==> src/rtl/jogo_pkg.sv <==
// Shared definitions for the sequence-memory game: state codes, default sizes
// and the fixed sequence the player must reproduce.
package jogo_pkg;

  localparam int N_JOGADAS_PADRAO = 16;
  localparam int LARGURA_PADRAO   = 4;

  // Codes are visible on db_estado, so each value is pinned explicitly.
  typedef enum logic [3:0] {
    INICIAL    = 4'h0,
    PREPARA    = 4'h1,
    ESPERA     = 4'h2,
    REGISTRA   = 4'h4,
    COMPARA    = 4'h5,
    PROXIMA    = 4'h6,
    FIM_ACERTO = 4'hA,
    FIM_ERRO   = 4'hE
  } estado_t;

  // Entry 0 is the leftmost element, so index order matches play order.
  localparam logic [0:15][3:0] SEQUENCIA_ROM = {
    4'b0001, 4'b0010, 4'b0100, 4'b0100,
    4'b1000, 4'b0100, 4'b0010, 4'b0001,
    4'b0001, 4'b0010, 4'b0010, 4'b0100,
    4'b0100, 4'b1000, 4'b1000, 4'b0001
  };

endpackage

==> src/rtl/detector_jogada.sv <==
// Turns the player switches into a single-cycle pulse on the 0 -> nonzero
// transition; a held value produces only one pulse.
module detector_jogada
  import jogo_pkg::*;
#(
  parameter int LARGURA = LARGURA_PADRAO
) (
  input  logic               clock,
  input  logic               reset,
  input  logic [LARGURA-1:0] i_chaves,
  output logic               o_tem_jogada,
  output logic               o_pulso
);

  logic r_tem_d;

  assign o_tem_jogada = |i_chaves;

  // NOTE: sequential state uses non-blocking assignments so every register
  // samples pre-edge values, independent of block ordering.
  always_ff @(posedge clock or negedge reset) begin
    if (!reset) r_tem_d <= 1'b0;
    else        r_tem_d <= o_tem_jogada;
  end

  assign o_pulso = o_tem_jogada & ~r_tem_d;

endmodule

==> src/rtl/jogo_sequencia_memoria.sv <==
// Responder side of the sequence-memory game: waits for each play, compares it
// against the fixed ROM sequence and reports the outcome plus debug views.
module jogo_sequencia_memoria
  import jogo_pkg::*;
#(
  parameter int N_JOGADAS = N_JOGADAS_PADRAO,
  parameter int LARGURA   = LARGURA_PADRAO
) (
  input  logic               clock,
  input  logic               reset,
  input  logic               iniciar,
  input  logic [LARGURA-1:0] chaves,
  output logic               acertou,
  output logic               errou,
  output logic               pronto,
  output logic [LARGURA-1:0] leds,
  output logic               db_igual,
  output logic [3:0]         db_contagem,
  output logic [LARGURA-1:0] db_memoria,
  output logic [3:0]         db_estado,
  output logic [LARGURA-1:0] db_jogadafeita,
  output logic               db_tem_jogada
);

  estado_t            r_estado;
  logic [3:0]         r_contagem;
  logic [LARGURA-1:0] r_jogada;
  logic               r_acertou;
  logic               r_errou;
  logic               r_pronto;

  logic               w_tem_jogada;
  logic               w_pulso;
  logic [LARGURA-1:0] w_memoria;
  logic               w_igual;
  logic               w_ultima;

  detector_jogada #(.LARGURA(LARGURA)) u_detector (
    .clock        (clock),
    .reset        (reset),
    .i_chaves     (chaves),
    .o_tem_jogada (w_tem_jogada),
    .o_pulso      (w_pulso)
  );

  assign w_memoria = LARGURA'(SEQUENCIA_ROM[r_contagem]);
  assign w_igual   = (r_jogada == w_memoria);
  assign w_ultima  = (r_contagem == 4'(N_JOGADAS - 1));

  // Flags are set on entry to a FIM state and cleared on leaving it, so they
  // follow the state register exactly without a decode stage.
  always_ff @(posedge clock or negedge reset) begin
    if (!reset) begin
      r_estado   <= INICIAL;
      r_contagem <= '0;
      r_jogada   <= '0;
      r_acertou  <= 1'b0;
      r_errou    <= 1'b0;
      r_pronto   <= 1'b0;
    end else begin
      case (r_estado)
        INICIAL: begin
          if (iniciar) r_estado <= PREPARA;
        end
        PREPARA: begin
          r_contagem <= '0;
          r_jogada   <= '0;
          r_estado   <= ESPERA;
        end
        ESPERA: begin
          if (w_pulso) r_estado <= REGISTRA;
        end
        REGISTRA: begin
          r_jogada <= chaves;
          r_estado <= COMPARA;
        end
        COMPARA: begin
          if (w_igual && w_ultima) begin
            r_estado  <= FIM_ACERTO;
            r_acertou <= 1'b1;
            r_pronto  <= 1'b1;
          end else if (w_igual) begin
            r_estado <= PROXIMA;
          end else begin
            r_estado <= FIM_ERRO;
            r_errou  <= 1'b1;
            r_pronto <= 1'b1;
          end
        end
        PROXIMA: begin
          r_contagem <= r_contagem + 4'd1;
          r_estado   <= ESPERA;
        end
        FIM_ACERTO, FIM_ERRO: begin
          if (iniciar) begin
            r_estado  <= PREPARA;
            r_acertou <= 1'b0;
            r_errou   <= 1'b0;
            r_pronto  <= 1'b0;
          end
        end
        default: begin
          r_estado  <= INICIAL;
          r_acertou <= 1'b0;
          r_errou   <= 1'b0;
          r_pronto  <= 1'b0;
        end
      endcase
    end
  end

  assign acertou        = r_acertou;
  assign errou          = r_errou;
  assign pronto         = r_pronto;
  assign leds           = r_jogada;
  assign db_jogadafeita = r_jogada;
  assign db_igual       = w_igual;
  assign db_contagem    = r_contagem;
  assign db_memoria     = w_memoria;
  assign db_estado      = r_estado;
  assign db_tem_jogada  = w_tem_jogada;

endmodule

==> config.mk <==
export PLATFORM = sky130hd
export DESIGN_NAME = jogo_sequencia_memoria
export DESIGN_NICKNAME = d
export VERILOG_FILES = /design/src/rtl/jogo_pkg.sv /design/src/rtl/detector_jogada.sv /design/src/rtl/jogo_sequencia_memoria.sv
export SDC_FILE = /design/constraint.sdc
export NUM_CORES = 1
export LEC_CHECK = 0
export BUFFER_PORTS_ARGS = -buffer_cell sky130_fd_sc_hd__buf_2
export CAP_MARGIN = 40
export CORE_MARGIN = 5
export CORE_UTILIZATION = 45
export DETAILED_ROUTE_END_ITERATION = 16
export GPL_TIMING_DRIVEN = 0
export HOLD_SLACK_MARGIN = 0.02
export MAX_ROUTING_LAYER = met4
export PLACE_DENSITY = 0.74
export SLEW_MARGIN = 5
export SYNTH_ARGS = -nofsm -noshare
export SYNTH_HDL_FRONTEND = slang
export SYNTH_HIERARCHICAL = 1
export SYNTH_SLANG_ARGS = --single-unit
==> constraint.sdc <==
create_clock -name clock -period 2.1 [get_ports clock]
set_clock_uncertainty 0.05 [all_clocks]
set_input_delay 0.315 -clock clock [delete_from_list [all_inputs] [get_ports clock]]
set_output_delay 0.315 -clock clock [all_outputs]
set_load 0.1 [all_outputs]
Word level (Yosys, flattened, before mapping)
Memories as Yosys holds them, arrays and structs flattened.
Cells that the tools add are included.
{ "totals": {"regBits": 16, "mem_bits_ro": 64, "inputBits": 7, "output_inout_bits": 25, "elab_cells": 60, "n_memories": 1} }
{ "mem_list": {"columns": ["memory", "depth", "width", "rd", "rd_clocked_by_memory_dff", "write_ports", "line_no", "source"], "rows": [
  ["(name not given)", 16, 4, 1, 0, 0, "jogo_sequencia_memoria.sv:46", "assign w_memoria = LARGURA'(SEQUENCIA_ROM[r_contagem]);"]
]} }
{ "op_classes": {"add_sub_neg": 1, "order_cmp": 1, "eq_ne": 16, "n_mux": 17, "n_bitwise": 4, "reduce_logical": 13} }
{ "op_table": {"columns": ["operator", "n"], "rows": [
  ["$mux 4", 6],
  ["$pmux 4 s5", 1],
  ["$pmux 4 s2", 2],
  ["$eq 4x3->1 const B", 3],
  ["$eq 4x4->1 const B", 3],
  ["$pmux 1 s3", 3],
  ["$ne 2x2->1 const B", 4],
  ["$reduce_and 3->1", 2],
  ["$ge 5x5->1 const B", 1],
  ["$mux 1", 5],
  ["$not 4->5", 1],
  ["$reduce_or 5->1", 1],
  ["$add 4x1->4 const B", 1],
  ["$eq 4x1->1 const B", 1],
  ["$eq 4x2->1 const B", 1],
  ["$eq 4x4->1", 1],
  ["$logic_not 4->1", 1],
  ["$ne 2x1->1 const B", 2],
  ["$reduce_and 4->1", 1],
  ["$reduce_bool 2->1", 2],
  ["$reduce_or 2->1", 2],
  ["$reduce_or 4->1", 1],
  ["$ne 3x3->1 const B", 1],
  ["$reduce_or 3->1", 1],
  ["other kinds (4)", 5]
]} }

Depth between registers and ports, before layout
{ "logic_depth": {"word_depth": 8, "depth_mapped": 8, "depth_no_buf": 7} }

Hierarchy
Netlist, hierarchy kept.
{ "by_module_without_submodules": {"columns": ["module", "n_inst", "cells_per_inst", "area_each_um2", "seq_area_each_um2"], "rows": [
  ["jogo_sequencia_memoria", 1, 111, 1012.2, 375.4],
  ["detector_jogada", 1, 3, 50.0, 25.0]
]} }

Worst setup path after synthesis
OpenSTA, ideal clock, no wires.
{ "synth_path": {"kind": "reg2out", "start": "reg r_contagem[0], in the netlist db_contagem[0]", "end": "out db_igual", "arrival_ps": 3143, "required_time_ps": 1735, "setup_slack_ps": -1408, "stages_incl_launch_ff": 8, "n_path_buf": 1, "cell_sequence": "dfrtp_1 inv_1 ha_1 mux2i_1 o22ai_2 xnor2_1 and4_1 buf_6"} }
{ "synth_via": {"elab_chain_cells": 5} }
{ "synth_rtl": {"columns": ["item", "line_no", "source"], "rows": [
  ["start, declared", "jogo_sequencia_memoria.sv:26", "logic [3:0] r_contagem;"],
  ["start signal, assigned", "jogo_sequencia_memoria.sv:91", "r_contagem <= r_contagem + 4'd1;"],
  ["$not 4->5 (not written as such)", "jogo_sequencia_memoria.sv:46", null],
  ["$mem_v2 16x4", null, null],
  ["$mux 4 (not written as such) (2 in series)", "jogo_sequencia_memoria.sv:46", null],
  ["via db_memoria[1]", "jogo_sequencia_memoria.sv:19", "output logic [LARGURA-1:0] db_memoria,"],
  ["$eq 4x4->1", "jogo_sequencia_memoria.sv:47", "assign w_igual = (r_jogada == w_memoria);"],
  ["end, declared", "jogo_sequencia_memoria.sv:17", "output logic db_igual,"]
]} }
The timed path passes the listed nets, and every way through them passes these cells. The select of a mux whose other input is x is not followed.

Worst setup path in the final report
{ "layout_path": {"start": "reg r_contagem[0], in the netlist db_contagem[0]", "end": "out db_igual"} }
{ "layout_via": {"elab_chain_cells": 5} }
{ "layout_rtl": {"columns": ["item", "line_no"], "rows": [
  ["$not 4->5 (not written as such)", "jogo_sequencia_memoria.sv:46"],
  ["$mem_v2 16x4", null],
  ["$mux 4 (not written as such) (2 in series)", "jogo_sequencia_memoria.sv:46"],
  ["$eq 4x4->1", "jogo_sequencia_memoria.sv:47"]
]} }
Every way passes these cells. The select of a mux whose other input is x is not followed.

==> impl_metrics.toml <==
[detailed_routing]
num_vias = 969
drc_errors = 0
post_drt_via_cell_ratio = 5.21
dr.pass1.iters = 4
routed_wirelength_um = 2750
wl_per_cell_um = 14.8
ant_nets = 0
drtIter0Drc = 25

[cells_and_area]
ff_latch_area_um2 = 410
nNetsFinal = 170
nFillCells = 184
fin_cells = 186
layout-drive-gt1-share = 0.449
multiInputGateArea_um2 = 639
fin_util = 0.660
area_delta_synth_final_pct = 38.8
diodes = 0

[timing]
fin_crit_ns = 2.53
rsz0062_at_grt = "true"
setup_tns_ns = -0.836
finalSetupViolations = 6
period_share = 1.20
fmax_ghz = 0.396
drv_slew = 0
slew_headroom = 0.677
worstMarginPinSlew_ns = 0.484
finalHoldViolations = 0
worst_slack_ns = -0.428
whs_ns = 0.213

[critical_path]
cp_max_fo = 4
start_kind = "register"
critPathArrivalTime_ns = 2.16
critPathCaptureType = "primary output"
crit_type = "register to primary output"
required_ns = 1.74

[clocking]
cts_tree = "yes"
numCtsBuffers = 3
clock_path_buffers = 2
worst_skew_pair.late_latency_ns = 0.29
h-tree-depth = 1
clk_pin_slew_ns = 0.09
root_buffer = "clkbuf_4"
clock-sinks = 16

[global_route]
antenna_found_initial = 0
grt.busiest_layer = "met2"
grt_max_degree = 17
grt_pass1_vias = 976
grt_use_total = 0.182
grt_util_met2 = 0.311
grt_pass1_wl_um = 4620
met1_usage = 0.207
met3_usage = 0.0548
gr-total-overflow = 0

[placement]
place_inst = 173
dp_hpwl_um = 1890
finalWeightedCongestion = 0.806
portBuffers = 31

[synth]
synth_area_um2 = 1060
synthesis.nets = 125
synth.largest_area_cell = "dfrtp_1"
yosysWarnings = 6
synth-edff-count = 0
yosysSeqAreaShare = 0.377
ys_ff_latch = 16
async_flop_share = 1.00
yosysUniqueCellTypes = 38
yosysTopAreaCellShare = 0.377
synth.area.top_cells = "dfrtp_1 38%, a21oi_1 6.1%, nand2_1 5.7%"
synth_common_cells = "16 x dfrtp_1, 16 x nand2_1, 13 x a21oi_1"
ys.flop_type = "dfrtp_1"
syn_inst = 114
avgSynthCellArea_um2 = 9.32

[floorplanning]
die_height_um = 58.6
rows = 17
coreArea_um2 = 2230
dieWidth_um = 58.6
initial_core_util = 0.476
die-area_um2 = 3430
io_pins = 32

[run_status]
status = "complete, but fails checks"
violations = "setup timing"

[hold_path]
min_path_type = "input port to register"

[flow_run]
max-cap-violations = 0
-- final cells by class --
class,instances,share of cell area
Buffer,11,0.0577
Multi-Input combinational cell,83,0.434
Sequential cell,16,0.278
Tap cell,28,0.0238
Clock buffer,4,0.0178
Timing Repair Buffer,40,0.175
Inverter,4,0.0136
-- timing repair --
item / CTS / global route
setup endpoints to repair: 4 / 9
pin swaps: 2 / 5
setup buffers: 6 / 2
hold buffers: 1 / 0
hold endpoints to repair: 16 / 0
gates resized for setup: 9 / 6
-- worst paths after layout --
| path | depth (start not counted) | from | to | slack, ns |
|---|---|---|---|---|
| max | 8 | db_contagem[0]$_DFFE_PN0P_ | db_igual | -0.43 |
| min in group asynchronous | 2 | reset | db_estado[0]$_DFFE_PN0P_ | 0.41 |
| min | 2 | chaves[2] | u_detector/r_tem_d$_DFF_PN0_ | 0.21 |
| max reg2reg | 8 | db_contagem[0]$_DFFE_PN0P_ | acertou$_DFFE_PN0P_ | -0.16 |
| min reg2reg | 2 | errou$_DFFE_PN0P_ | errou$_DFFE_PN0P_ | 0.44 |
| max in group asynchronous | 2 | reset | db_contagem[0]$_DFFE_PN0P_ | 1.30 |
-- cells by family (layout without fill, tap and decap cells) --
kind of cell | count (synthesis) | count (layout) | share of synthesized area
DFF | 16 | 16 | 0.377
and+or+nand+nor | 40 | 40 | 0.214
AOI/OAI and AO/OA | 29 | 29 | 0.176
buffers and inverters | 15 | 59 | 0.0860
muxes | 5 | 5 | 0.0589
adders and majority gates | 4 | 4 | 0.0471
xor gates and xnor gates | 5 | 5 | 0.0412
-- registers in the layout, indices dropped and copies added, names as in the netlist --
name                flops
errou                   1
acertou                 1
u_detector/r_tem_d      1
db_jogadafeita          4
db_estado               4
db_contagem             4
pronto                  1
-- cells in the final DEF (no fill, tap or decap), types with 3 or more instances in the layout --
cell type / n
buf_4: 15
o21ai_1: 4
clkbuf_1: 4
xnor2_1: 5
buf_6: 3
mux2i_1: 3
nor2_1: 3
ha_4: 3
a21oi_1: 13
nor2b_1: 7
buf_2: 27
nand2_1: 16
dfrtp_1: 12
clkbuf_4: 3
-- critical path, stage by stage (launching register included) --
cell,delay [ns]
dfrtp_4,0.53
inv_4,0.09
ha_4,0.21
mux2i_2,0.23
o22ai_4,0.13
xnor2_1,0.15
and4_1,0.25
buf_12,0.12
buf_12,0.16
-- metrics by stage --
stage | cell area [um^2] | setup slack (ns)
floorplan | 1130 | -0.561
global placement | 1320 | -0.394
detailed placement | 1320 | -0.417
CTS | 1440 | -0.420
global route | 1470 | -0.529
finish | 1470 | -0.428
-- layer usage --
metal | up-vias | part of all wire
met5 | - | 0
met4 | 0 | 0.017
met3 | 7 | 0.068
met2 | 26 | 0.50
met1 | 454 | 0.41
li1 | 482 | -
Power is left out: the tool's default activity adds up to more than one toggle a clock period on the data nets, which glitch-free logic cannot reach.
